==> src/rtl/adder_tree_seq_pkg.sv <==
// Shared types and width helpers for the adder tree job sequencer.
package adder_tree_seq_pkg;

    typedef enum logic [1:0] {
        IDLE  = 2'd0,
        ISSUE = 2'd1,
        DRAIN = 2'd2,
        HOLD  = 2'd3
    } seq_state_e;

    // A single-lane tree passes its input straight through, so no growth bits.
    function automatic int unsigned tree_out_width(input int unsigned num_inputs,
                                                   input int unsigned input_width);
        return (num_inputs <= 1) ? input_width : input_width + $clog2(num_inputs);
    endfunction

    function automatic int unsigned acc_width(input int unsigned tree_out_w,
                                              input int unsigned cnt_w);
        return tree_out_w + cnt_w;
    endfunction

endpackage

==> src/rtl/adder_tree_seq_if.sv <==
// Command, chunk-stream and result handshakes of the adder tree job sequencer.
interface adder_tree_seq_if
    import adder_tree_seq_pkg::*;
#(
    parameter int unsigned NUM_INPUTS  = 8,
    parameter int unsigned INPUT_WIDTH = 8,
    parameter int unsigned CNT_W       = 8,
    parameter int unsigned ACC_W       = acc_width(tree_out_width(NUM_INPUTS, INPUT_WIDTH), CNT_W)
);
    logic                              cmd_valid_i;
    logic                              cmd_ready_o;
    logic [CNT_W-1:0]                  cmd_chunks_i;
    logic                              cmd_sigma_i;
    logic                              in_valid_i;
    logic                              in_ready_o;
    logic [NUM_INPUTS*INPUT_WIDTH-1:0] in_data_i;
    logic                              res_valid_o;
    logic                              res_ready_i;
    logic [ACC_W-1:0]                  res_sum_o;
    logic                              res_sigma_o;

    modport master (
        output cmd_valid_i, cmd_chunks_i, cmd_sigma_i, in_valid_i, in_data_i, res_ready_i,
        input  cmd_ready_o, in_ready_o, res_valid_o, res_sum_o, res_sigma_o
    );

    modport slave (
        input  cmd_valid_i, cmd_chunks_i, cmd_sigma_i, in_valid_i, in_data_i, res_ready_i,
        output cmd_ready_o, in_ready_o, res_valid_o, res_sum_o, res_sigma_o
    );
endinterface

==> src/rtl/adder_tree_sequencer_accumulator.sv <==
// Sums the tree's partial results into one job total and holds it in the result register.
module tree_result_accumulator #(
    parameter int unsigned TREE_OUT_W = 11,
    parameter int unsigned ACC_W      = 19
) (
    input  logic                  clk,
    input  logic                  rst,
    input  logic                  en,
    input  logic                  zero_load,
    input  logic                  timeout_load,
    input  logic                  tag,
    input  logic [TREE_OUT_W-1:0] tree_sum_i,
    input  logic                  tree_start_i,
    input  logic                  tree_final_i,
    input  logic                  tree_sigma_i,
    output logic [ACC_W-1:0]      res_sum_o,
    output logic                  res_sigma_o
);
    logic [ACC_W-1:0] acc_q;
    logic [ACC_W-1:0] sum_x;
    logic [ACC_W-1:0] acc_next;

    assign sum_x    = {{(ACC_W-TREE_OUT_W){tree_sum_i[TREE_OUT_W-1]}}, tree_sum_i};
    assign acc_next = tree_start_i ? sum_x : acc_q + sum_x;

    // A timeout publishes whatever has accumulated so far under the job's own tag.
    always_ff @(posedge clk) begin
        if (rst) begin
            acc_q       <= '0;
            res_sum_o   <= '0;
            res_sigma_o <= 1'b0;
        end else if (zero_load) begin
            acc_q       <= '0;
            res_sum_o   <= '0;
            res_sigma_o <= tag;
        end else if (timeout_load) begin
            res_sum_o   <= acc_q;
            res_sigma_o <= tag;
        end else if (en) begin
            acc_q <= acc_next;
            if (tree_final_i) begin
                res_sum_o   <= acc_next;
                res_sigma_o <= tree_sigma_i;
            end
        end
    end
endmodule

==> src/rtl/adder_tree_sequencer.sv <==
// Job controller for one pipelined adder tree: issues chunks, drains the tree, holds the result.
module adder_tree_sequencer
    import adder_tree_seq_pkg::*;
#(
    parameter int unsigned NUM_INPUTS  = 8,
    parameter int unsigned INPUT_WIDTH = 8,
    parameter int unsigned TREE_OUT_W  = tree_out_width(NUM_INPUTS, INPUT_WIDTH),
    parameter int unsigned CNT_W       = 8,
    parameter int unsigned TIMEOUT     = 8,
    parameter int unsigned ACC_W       = acc_width(TREE_OUT_W, CNT_W)
) (
    input  logic                              clk,
    input  logic                              rst,
    adder_tree_seq_if.slave                   bus,
    output logic [NUM_INPUTS*INPUT_WIDTH-1:0] tree_data_o,
    output logic                              tree_start_o,
    output logic                              tree_final_o,
    output logic                              tree_sigma_o,
    input  logic [TREE_OUT_W-1:0]             tree_sum_i,
    input  logic                              tree_start_i,
    input  logic                              tree_final_i,
    input  logic                              tree_sigma_i,
    output logic                              busy_o,
    output logic                              err_o
);
    localparam int unsigned TMO_W = $clog2(TIMEOUT + 1);

    seq_state_e        state_q, next_state;
    logic [CNT_W-1:0]  chunks_q;
    logic [CNT_W-1:0]  chunk_cnt_q;
    logic              tag_q;
    logic [TMO_W-1:0]  tmo_cnt_q;
    logic              cmd_ready_q, in_ready_q, res_valid_q;
    logic              cmd_hs, in_hs, zero_job, timeout;
    logic              last_chunk_c, tmo_done_c, acc_en_c;

    assign last_chunk_c = (chunk_cnt_q == chunks_q - CNT_W'(1));
    assign tmo_done_c   = (tmo_cnt_q == TMO_W'(TIMEOUT - 1));
    assign acc_en_c     = (state_q == ISSUE) || (state_q == DRAIN);

    assign bus.cmd_ready_o = cmd_ready_q;
    assign bus.in_ready_o  = in_ready_q;
    assign bus.res_valid_o = res_valid_q;

    always_ff @(posedge clk) begin
        if (rst) state_q <= IDLE;
        else     state_q <= next_state;
    end

    always_comb begin
        next_state = state_q;
        cmd_hs     = 1'b0;
        in_hs      = 1'b0;
        zero_job   = 1'b0;
        timeout    = 1'b0;
        unique case (state_q)
            IDLE: begin
                if (bus.cmd_valid_i && cmd_ready_q) begin
                    cmd_hs = 1'b1;
                    if (bus.cmd_chunks_i == '0) begin
                        zero_job   = 1'b1;
                        next_state = HOLD;
                    end else begin
                        next_state = ISSUE;
                    end
                end
            end
            ISSUE: begin
                if (bus.in_valid_i && in_ready_q) begin
                    in_hs = 1'b1;
                    if (last_chunk_c) next_state = DRAIN;
                end
            end
            DRAIN: begin
                if (tree_final_i) begin
                    next_state = HOLD;
                end else if (tmo_done_c) begin
                    timeout    = 1'b1;
                    next_state = HOLD;
                end
            end
            HOLD: begin
                if (bus.res_ready_i && res_valid_q) next_state = IDLE;
            end
            default: next_state = IDLE;
        endcase
    end

    // Handshake flags follow the next state so they line up with state_q after each edge.
    always_ff @(posedge clk) begin
        if (rst) begin
            cmd_ready_q  <= 1'b0;
            in_ready_q   <= 1'b0;
            res_valid_q  <= 1'b0;
            busy_o       <= 1'b0;
            err_o        <= 1'b0;
            chunks_q     <= '0;
            chunk_cnt_q  <= '0;
            tag_q        <= 1'b0;
            tmo_cnt_q    <= '0;
            tree_data_o  <= '0;
            tree_start_o <= 1'b0;
            tree_final_o <= 1'b0;
            tree_sigma_o <= 1'b0;
        end else begin
            cmd_ready_q  <= (next_state == IDLE);
            in_ready_q   <= (next_state == ISSUE);
            res_valid_q  <= (next_state == HOLD);
            busy_o       <= (next_state != IDLE);
            err_o        <= err_o | timeout;
            tmo_cnt_q    <= (state_q == DRAIN) ? tmo_cnt_q + TMO_W'(1) : '0;
            if (cmd_hs) begin
                chunks_q    <= bus.cmd_chunks_i;
                tag_q       <= bus.cmd_sigma_i;
                chunk_cnt_q <= '0;
            end else if (in_hs) begin
                chunk_cnt_q <= chunk_cnt_q + CNT_W'(1);
            end
            // Cycles without a chunk handshake feed zeros so bubbles add nothing.
            tree_data_o  <= in_hs ? bus.in_data_i : '0;
            tree_start_o <= in_hs && (chunk_cnt_q == '0);
            tree_final_o <= in_hs && last_chunk_c;
            tree_sigma_o <= in_hs && tag_q;
        end
    end

    tree_result_accumulator #(
        .TREE_OUT_W (TREE_OUT_W),
        .ACC_W      (ACC_W)
    ) u_acc (
        .clk          (clk),
        .rst          (rst),
        .en           (acc_en_c),
        .zero_load    (zero_job),
        .timeout_load (timeout),
        .tag          (zero_job ? bus.cmd_sigma_i : tag_q),
        .tree_sum_i   (tree_sum_i),
        .tree_start_i (tree_start_i),
        .tree_final_i (tree_final_i),
        .tree_sigma_i (tree_sigma_i),
        .res_sum_o    (bus.res_sum_o),
        .res_sigma_o  (bus.res_sigma_o)
    );
endmodule

==> src/flat_wrapper.sv <==
// flat-port wrapper written by rule: the top's interface ports become plain ports
module adder_tree_sequencer_flat import adder_tree_seq_pkg::*;
#(
    parameter int unsigned NUM_INPUTS  = 8,
    parameter int unsigned INPUT_WIDTH = 8,
    parameter int unsigned TREE_OUT_W  = tree_out_width(NUM_INPUTS, INPUT_WIDTH),
    parameter int unsigned CNT_W       = 8,
    parameter int unsigned TIMEOUT     = 8,
    parameter int unsigned ACC_W       = acc_width(TREE_OUT_W, CNT_W)
)
  (clk, rst, tree_data_o, tree_start_o, tree_final_o, tree_sigma_o, tree_sum_i, tree_start_i, tree_final_i, tree_sigma_i, busy_o, err_o, bus_cmd_valid_i, bus_cmd_chunks_i, bus_cmd_sigma_i, bus_in_valid_i, bus_in_data_i, bus_res_ready_i, bus_cmd_ready_o, bus_in_ready_o, bus_res_valid_o, bus_res_sum_o, bus_res_sigma_o);
  adder_tree_seq_if #(.NUM_INPUTS(NUM_INPUTS), .INPUT_WIDTH(INPUT_WIDTH), .CNT_W(CNT_W), .ACC_W(ACC_W)) bus_i ();
  input  logic clk;
  input  logic rst;
  output logic [NUM_INPUTS*INPUT_WIDTH-1:0] tree_data_o;
  output logic tree_start_o;
  output logic tree_final_o;
  output logic tree_sigma_o;
  input  logic [TREE_OUT_W-1:0] tree_sum_i;
  input  logic tree_start_i;
  input  logic tree_final_i;
  input  logic tree_sigma_i;
  output logic busy_o;
  output logic err_o;
  input wire logic [$bits(bus_i.cmd_valid_i)-1:0] bus_cmd_valid_i;
  input wire logic [$bits(bus_i.cmd_chunks_i)-1:0] bus_cmd_chunks_i;
  input wire logic [$bits(bus_i.cmd_sigma_i)-1:0] bus_cmd_sigma_i;
  input wire logic [$bits(bus_i.in_valid_i)-1:0] bus_in_valid_i;
  input wire logic [$bits(bus_i.in_data_i)-1:0] bus_in_data_i;
  input wire logic [$bits(bus_i.res_ready_i)-1:0] bus_res_ready_i;
  output wire logic [$bits(bus_i.cmd_ready_o)-1:0] bus_cmd_ready_o;
  output wire logic [$bits(bus_i.in_ready_o)-1:0] bus_in_ready_o;
  output wire logic [$bits(bus_i.res_valid_o)-1:0] bus_res_valid_o;
  output wire logic [$bits(bus_i.res_sum_o)-1:0] bus_res_sum_o;
  output wire logic [$bits(bus_i.res_sigma_o)-1:0] bus_res_sigma_o;
  assign bus_i.cmd_valid_i = bus_cmd_valid_i;
  assign bus_i.cmd_chunks_i = bus_cmd_chunks_i;
  assign bus_i.cmd_sigma_i = bus_cmd_sigma_i;
  assign bus_i.in_valid_i = bus_in_valid_i;
  assign bus_i.in_data_i = bus_in_data_i;
  assign bus_i.res_ready_i = bus_res_ready_i;
  assign bus_cmd_ready_o = bus_i.cmd_ready_o;
  assign bus_in_ready_o = bus_i.in_ready_o;
  assign bus_res_valid_o = bus_i.res_valid_o;
  assign bus_res_sum_o = bus_i.res_sum_o;
  assign bus_res_sigma_o = bus_i.res_sigma_o;
  adder_tree_sequencer #(.NUM_INPUTS(NUM_INPUTS), .INPUT_WIDTH(INPUT_WIDTH), .TREE_OUT_W(TREE_OUT_W), .CNT_W(CNT_W), .TIMEOUT(TIMEOUT), .ACC_W(ACC_W)) u_core (.clk(clk), .rst(rst), .bus(bus_i), .tree_data_o(tree_data_o), .tree_start_o(tree_start_o), .tree_final_o(tree_final_o), .tree_sigma_o(tree_sigma_o), .tree_sum_i(tree_sum_i), .tree_start_i(tree_start_i), .tree_final_i(tree_final_i), .tree_sigma_i(tree_sigma_i), .busy_o(busy_o), .err_o(err_o));
endmodule
==> config.mk <==
export PLATFORM = sky130hd
export DESIGN_NAME = adder_tree_sequencer_flat
export DESIGN_NICKNAME = d
export VERILOG_FILES = /design/src/rtl/adder_tree_seq_pkg.sv /design/src/rtl/adder_tree_seq_if.sv /design/src/rtl/adder_tree_sequencer_accumulator.sv /design/src/rtl/adder_tree_sequencer.sv /design/src/flat_wrapper.sv
export SDC_FILE = /design/constraint.sdc
export NUM_CORES = 1
export LEC_CHECK = 0
export BUFFER_PORTS_ARGS = -buffer_cell sky130_fd_sc_hd__buf_2
export CAP_MARGIN = 10
export CORE_MARGIN = 2
export CORE_UTILIZATION = 47
export DETAILED_ROUTE_END_ITERATION = 12
export GPL_TIMING_DRIVEN = 1
export PLACE_DENSITY = 0.77
export SLEW_MARGIN = 20
export SYNTH_ARGS = -nofsm -noshare
export SYNTH_HDL_FRONTEND = slang
export SYNTH_SLANG_ARGS = --single-unit
==> constraint.sdc <==
create_clock -name clk -period 2.15 [get_ports clk]
set_input_delay 0 -clock clk [delete_from_list [all_inputs] [get_ports clk]]
set_output_delay 0 -clock clk [all_outputs]
set_load 0.005 [all_outputs]
==> results.py <==
metrics = {
    "logic_synthesis": {
        "syn_avg_cell_area_um2": 8.789,
        "yosys.area_share.simple": 0.2424,
        "synthMuxAreaShare": 0.01324,
        "ys.flop_type": "dfxtp_1",
        "synthCells": 699,
        "yosysUniqueCellTypes": 69,
        "yosysTopAreaCellShare": 0.4367,
        "synth_seq_cells": 134,
        "post-synth-top-area-cell": "dfxtp_1",
        "ys_warn_count": 0,
        "synthAdderAreaFrac": 0.05825,
        "synth_area_leaders": "dfxtp_1 (44%), and3_1 (7.3%), ha_1 (5.5%), a21oi_1 (3.9%), nand2_1 (3.9%)",
        "synth_compound_area_frac": 0.1776,
        "syn_nets": 819,
        "synth_seq_area_share": 0.4367,
        "netlist_area_um2": 6143,
        "ys_async_sr_fraction": 0,
        "synthXorXnorAreaFrac": 0.03707,
        "synth_top_family_by_area": "simple AND/OR/NAND/NOR gates",
        "synth_edf_count": 0,
    },
    "grt": {
        "grt_pass1_wl_mm": 32.91,
        "grt.total_usage": 0.2919,
        "antenna_found_initial": 0,
        "overflow": 0,
        "grt_max_degree": 71,
        "first_global_vias": 6535,
    },
    "floorplanning": {
        "die_h_um": 118.3,
        "row_count": 41,
        "core_region_area_um2": 12670,
        "dieWidth_um": 118.3,
        "die_area_um2": 14000,
        "start_util": 0.4848,
        "io_pins": 184,
    },
    "worst_setup_path": {
        "crit_fanout": 3,
        "cp_cell_sequence": "ha_4 -> fa_2 -> a21o_1 -> buf_6 -> and4_4 -> o211ai_4 -> and3_4 -> nor4_1 -> or3_1",
        "crit_arrival_ns": 2.50,
        "worst_ep_required_time_ns": 2.44,
        "startpoint_type": "register",
        "worst_path_largest_cell_delay_ns": 0.34,
        "crit_type": "reg2reg",
        "crit_start": "u_core.u_acc.acc_q[0]$_SDFFE_PP0P_",
        "end_kind": "register",
        "r2r-start": "u_core.u_acc.acc_q[0]$_SDFFE_PP0P_",
        "slowest_stage": "fa_2",
    },
    "drt": {
        "drtIter0Drc": 493,
        "topRoutingLayerUsed": "met4",
        "dr_wl_met3_mm": 1.286,
        "finalWirelength_mm": 20.78,
        "vias": 6559,
        "met1_length_mm": 8.003,
        "wl_met2_mm": 10.65,
        "wire_per_inst_um": 17.33,
        "antenna_left": 0,
        "dr.pass1.iters": 5,
        "viasPerCell": 5.470,
        "drc": 0,
    },
    "run_status": {
        "violations": "setup timing",
        "status": "finished, violations left",
    },
    "timing": {
        "setup_ws_ns": -0.06159,
        "max_freq_ghz": 0.4522,
        "finalSetupTns_ns": -0.1010,
        "finalMaxSlewViolations": 0,
        "rsz0062_at_grt": "yes",
        "relSlewSlack": 0.6412,
        "period_minus_slack_ns": 2.212,
        "hold_viol_final": 0,
        "skew_ns": 0.01796,
        "finalCritPeriodShare": 1.029,
        "holdWs_ns": 0.04895,
        "finalSetupViolCount": 2,
        "worstMarginPinSlew_ns": 0.5382,
    },
    "power": {
        "p_per_area_nw_per_um2": 986.3,
        "vdd_drop_max_mv": 0.8669,
        "p_leak_nw": 4.430,
    },
    "cts": {
        "cts_tree": "built",
        "clock_sinks": 134,
        "cts-root-buf": "clkbuf_16",
        "clk-insertion-delay-late_ns": 0.42,
        "clk_path_buf_depth": 2,
        "htree_levels": 4,
        "cts_buffers": 17,
        "clk_pin_slew_worst_paths_ns": 0.06,
    },
    "layout": {
        "num-fill-cells": 896,
        "area_delta_synth_final_pct": 51.83,
        "nNetsFinal": 1134,
        "diodes": 0,
        "drive_above_1_share": 0.3126,
        "final_util": 0.7362,
    },
    "min_path": {
        "hold_class": "in2reg",
        "hold_start": "tree_sum_i[0]",
    },
    "placement": {
        "portBuffers": 183,
        "routabilityCongestion": 0.9207,
        "dp_hpwl_mm": 12.66,
    },
    "flow_run": {
        "maxCapViolations": 0,
    },
}
[critical path: cells and delay by family (launching register included)]
| kind | cells | cell delay [ns] |
|---|---|---|
| fa+ha+maj | 2 | 0.50 |
| buf+inv | 1 | 0.12 |
| simple gates | 4 | 0.75 |
| flops | 1 | 0.33 |
| compound gates | 2 | 0.40 |
[kinds of logic after synthesis]
family                   after synthesis
adder cells (fa/ha/maj)               28
buffers and inverters                 55
flip-flops                           134
multiplexers                           8
XOR/XNOR                              26
AO/OA/AOI/OAI                        161
AND/OR/NAND/NOR                      287
[cell usage in the layout, fill, tap and decap left out, types with 4 or more instances in the layout]
cell type and instances:
or3_1 4, nor4_1 5, a221oi_1 10, ha_1 20
xnor2_1 10, nand2b_1 7, o22ai_1 9, nand2_1 63
o21ai_0 19, nor2_1 54, a21oi_1 45, ha_4 6
o21a_1 5, a22oi_1 8, xor2_1 14, and3_1 72
o21ai_2 4, a31oi_1 5, inv_6 4, buf_2 183
nand4_1 7, clkbuf_16 17, o211ai_1 5, inv_1 14
buf_4 62, mux2i_1 7, dfxtp_1 133, a211oi_1 4
nand3_1 22, o21ai_1 8, dlygate4sd3_1 88, nor2b_1 5
nor3_1 18
[cell usage after synthesis, types with 6 or more instances]
master	count
nand3_1	22
mux2i_1	7
o21ai_0	23
xor2_1	16
nand2b_1	7
a21oi_1	48
and3_1	72
a221oi_1	10
clkbuf_1	32
a22oi_1	8
o21ai_1	8
xnor2_1	10
inv_1	14
nor2_1	55
a211oi_1	6
nor3_1	19
o22ai_1	9
ha_1	27
buf_2	6
nand4_1	7
nand2_1	64
dfxtp_1	134
[area by class of cell]
type                    instances  area (um2)  area share
clock buffers                  20       446.7     0.04789
well taps                     172       215.2     0.02307
inverters                      14       52.55    0.005634
clock inverters                12       142.6     0.01529
flip-flops and latches        134        2684      0.2877
multi-input cells             510        3462      0.3712
repair buffers                337        2325      0.2492
[metal layers]
| layer | global-route usage | vias to the layer above |
|---|---|---|
| li1 | - | 3156 |
| met1 | 0.3246 | 3061 |
| met2 | 0.5170 | 273 |
| met3 | 0.07046 | 69 |
| met4 | 0.1461 | 0 |
| met5 | 0 | - |
[power breakdown]
part           total, mW  internal (mW)  switching [mW]
registers           3.01           2.77           0.239
logic               3.28           1.54            1.74
clock network       2.91           1.76            1.15
total               9.20           6.07            3.13
[flip-flops by register name (all words and copies together), names as in the netlist]
name	flops
u_core.busy_o	1
u_core.state_q	2
u_core.tree_data_o	64
u_core.chunks_q	8
u_core.err_o	1
u_core.u_acc.res_sum_o	19
u_core.bus.res_valid_o	1
u_core.tmo_cnt_q	4
u_core.u_acc.res_sigma_o	1
u_core.bus.in_ready_o	1
u_core.tree_sigma_o	1
u_core.bus.cmd_ready_o	1
u_core.tag_q	1
u_core.u_acc.acc_q	19
u_core.chunk_cnt_q	8
u_core.tree_final_o	1
u_core.tree_start_o	1
[worst paths after layout]
| kind | to | slack (ns) | cells past startpoint |
|---|---|---|---|
| max | u_core.u_acc.acc_q[18]$_SDFFE_PP0P_ | -0.06 | 9 |
| min | u_core.u_acc.res_sum_o[0]$_SDFFE_PP0P_ | 0.05 | 5 |
| max reg2reg | u_core.u_acc.acc_q[18]$_SDFFE_PP0P_ | -0.06 | 9 |
| min reg2reg | u_core.tmo_cnt_q[0]$_SDFF_PP0_ | 0.45 | 1 |
[stage by stage]
| stage | power [mW] | instance area (um2) | cells | setup WS (ns) |
|---|---|---|---|---|
| 2_1_floorplan | 4.793 | 6186 | 699 | -0.0002811 |
| 3_3_place_gp | 5.822 | 7620 | 1071 | -0.1144 |
| 3_5_place_dp | 5.872 | 7620 | 1071 | -0.1430 |
| 4_1_cts | 8.987 | 9161 | 1196 | -0.1801 |
| 5_1_grt | 9.681 | 9328 | 1199 | -0.1568 |
| 6_report | 9.200 | 9328 | 1199 | -0.06159 |
[what timing repair did]
item,4_1_cts,5_1_grt
pin swaps,8,13
endpoints found under the setup margin,7,24
hold buffers,88,0
endpoints found under the hold margin,85,0
buffers inserted,5,4
resized for setup,7,26
(Power assumes the default switching activity.)
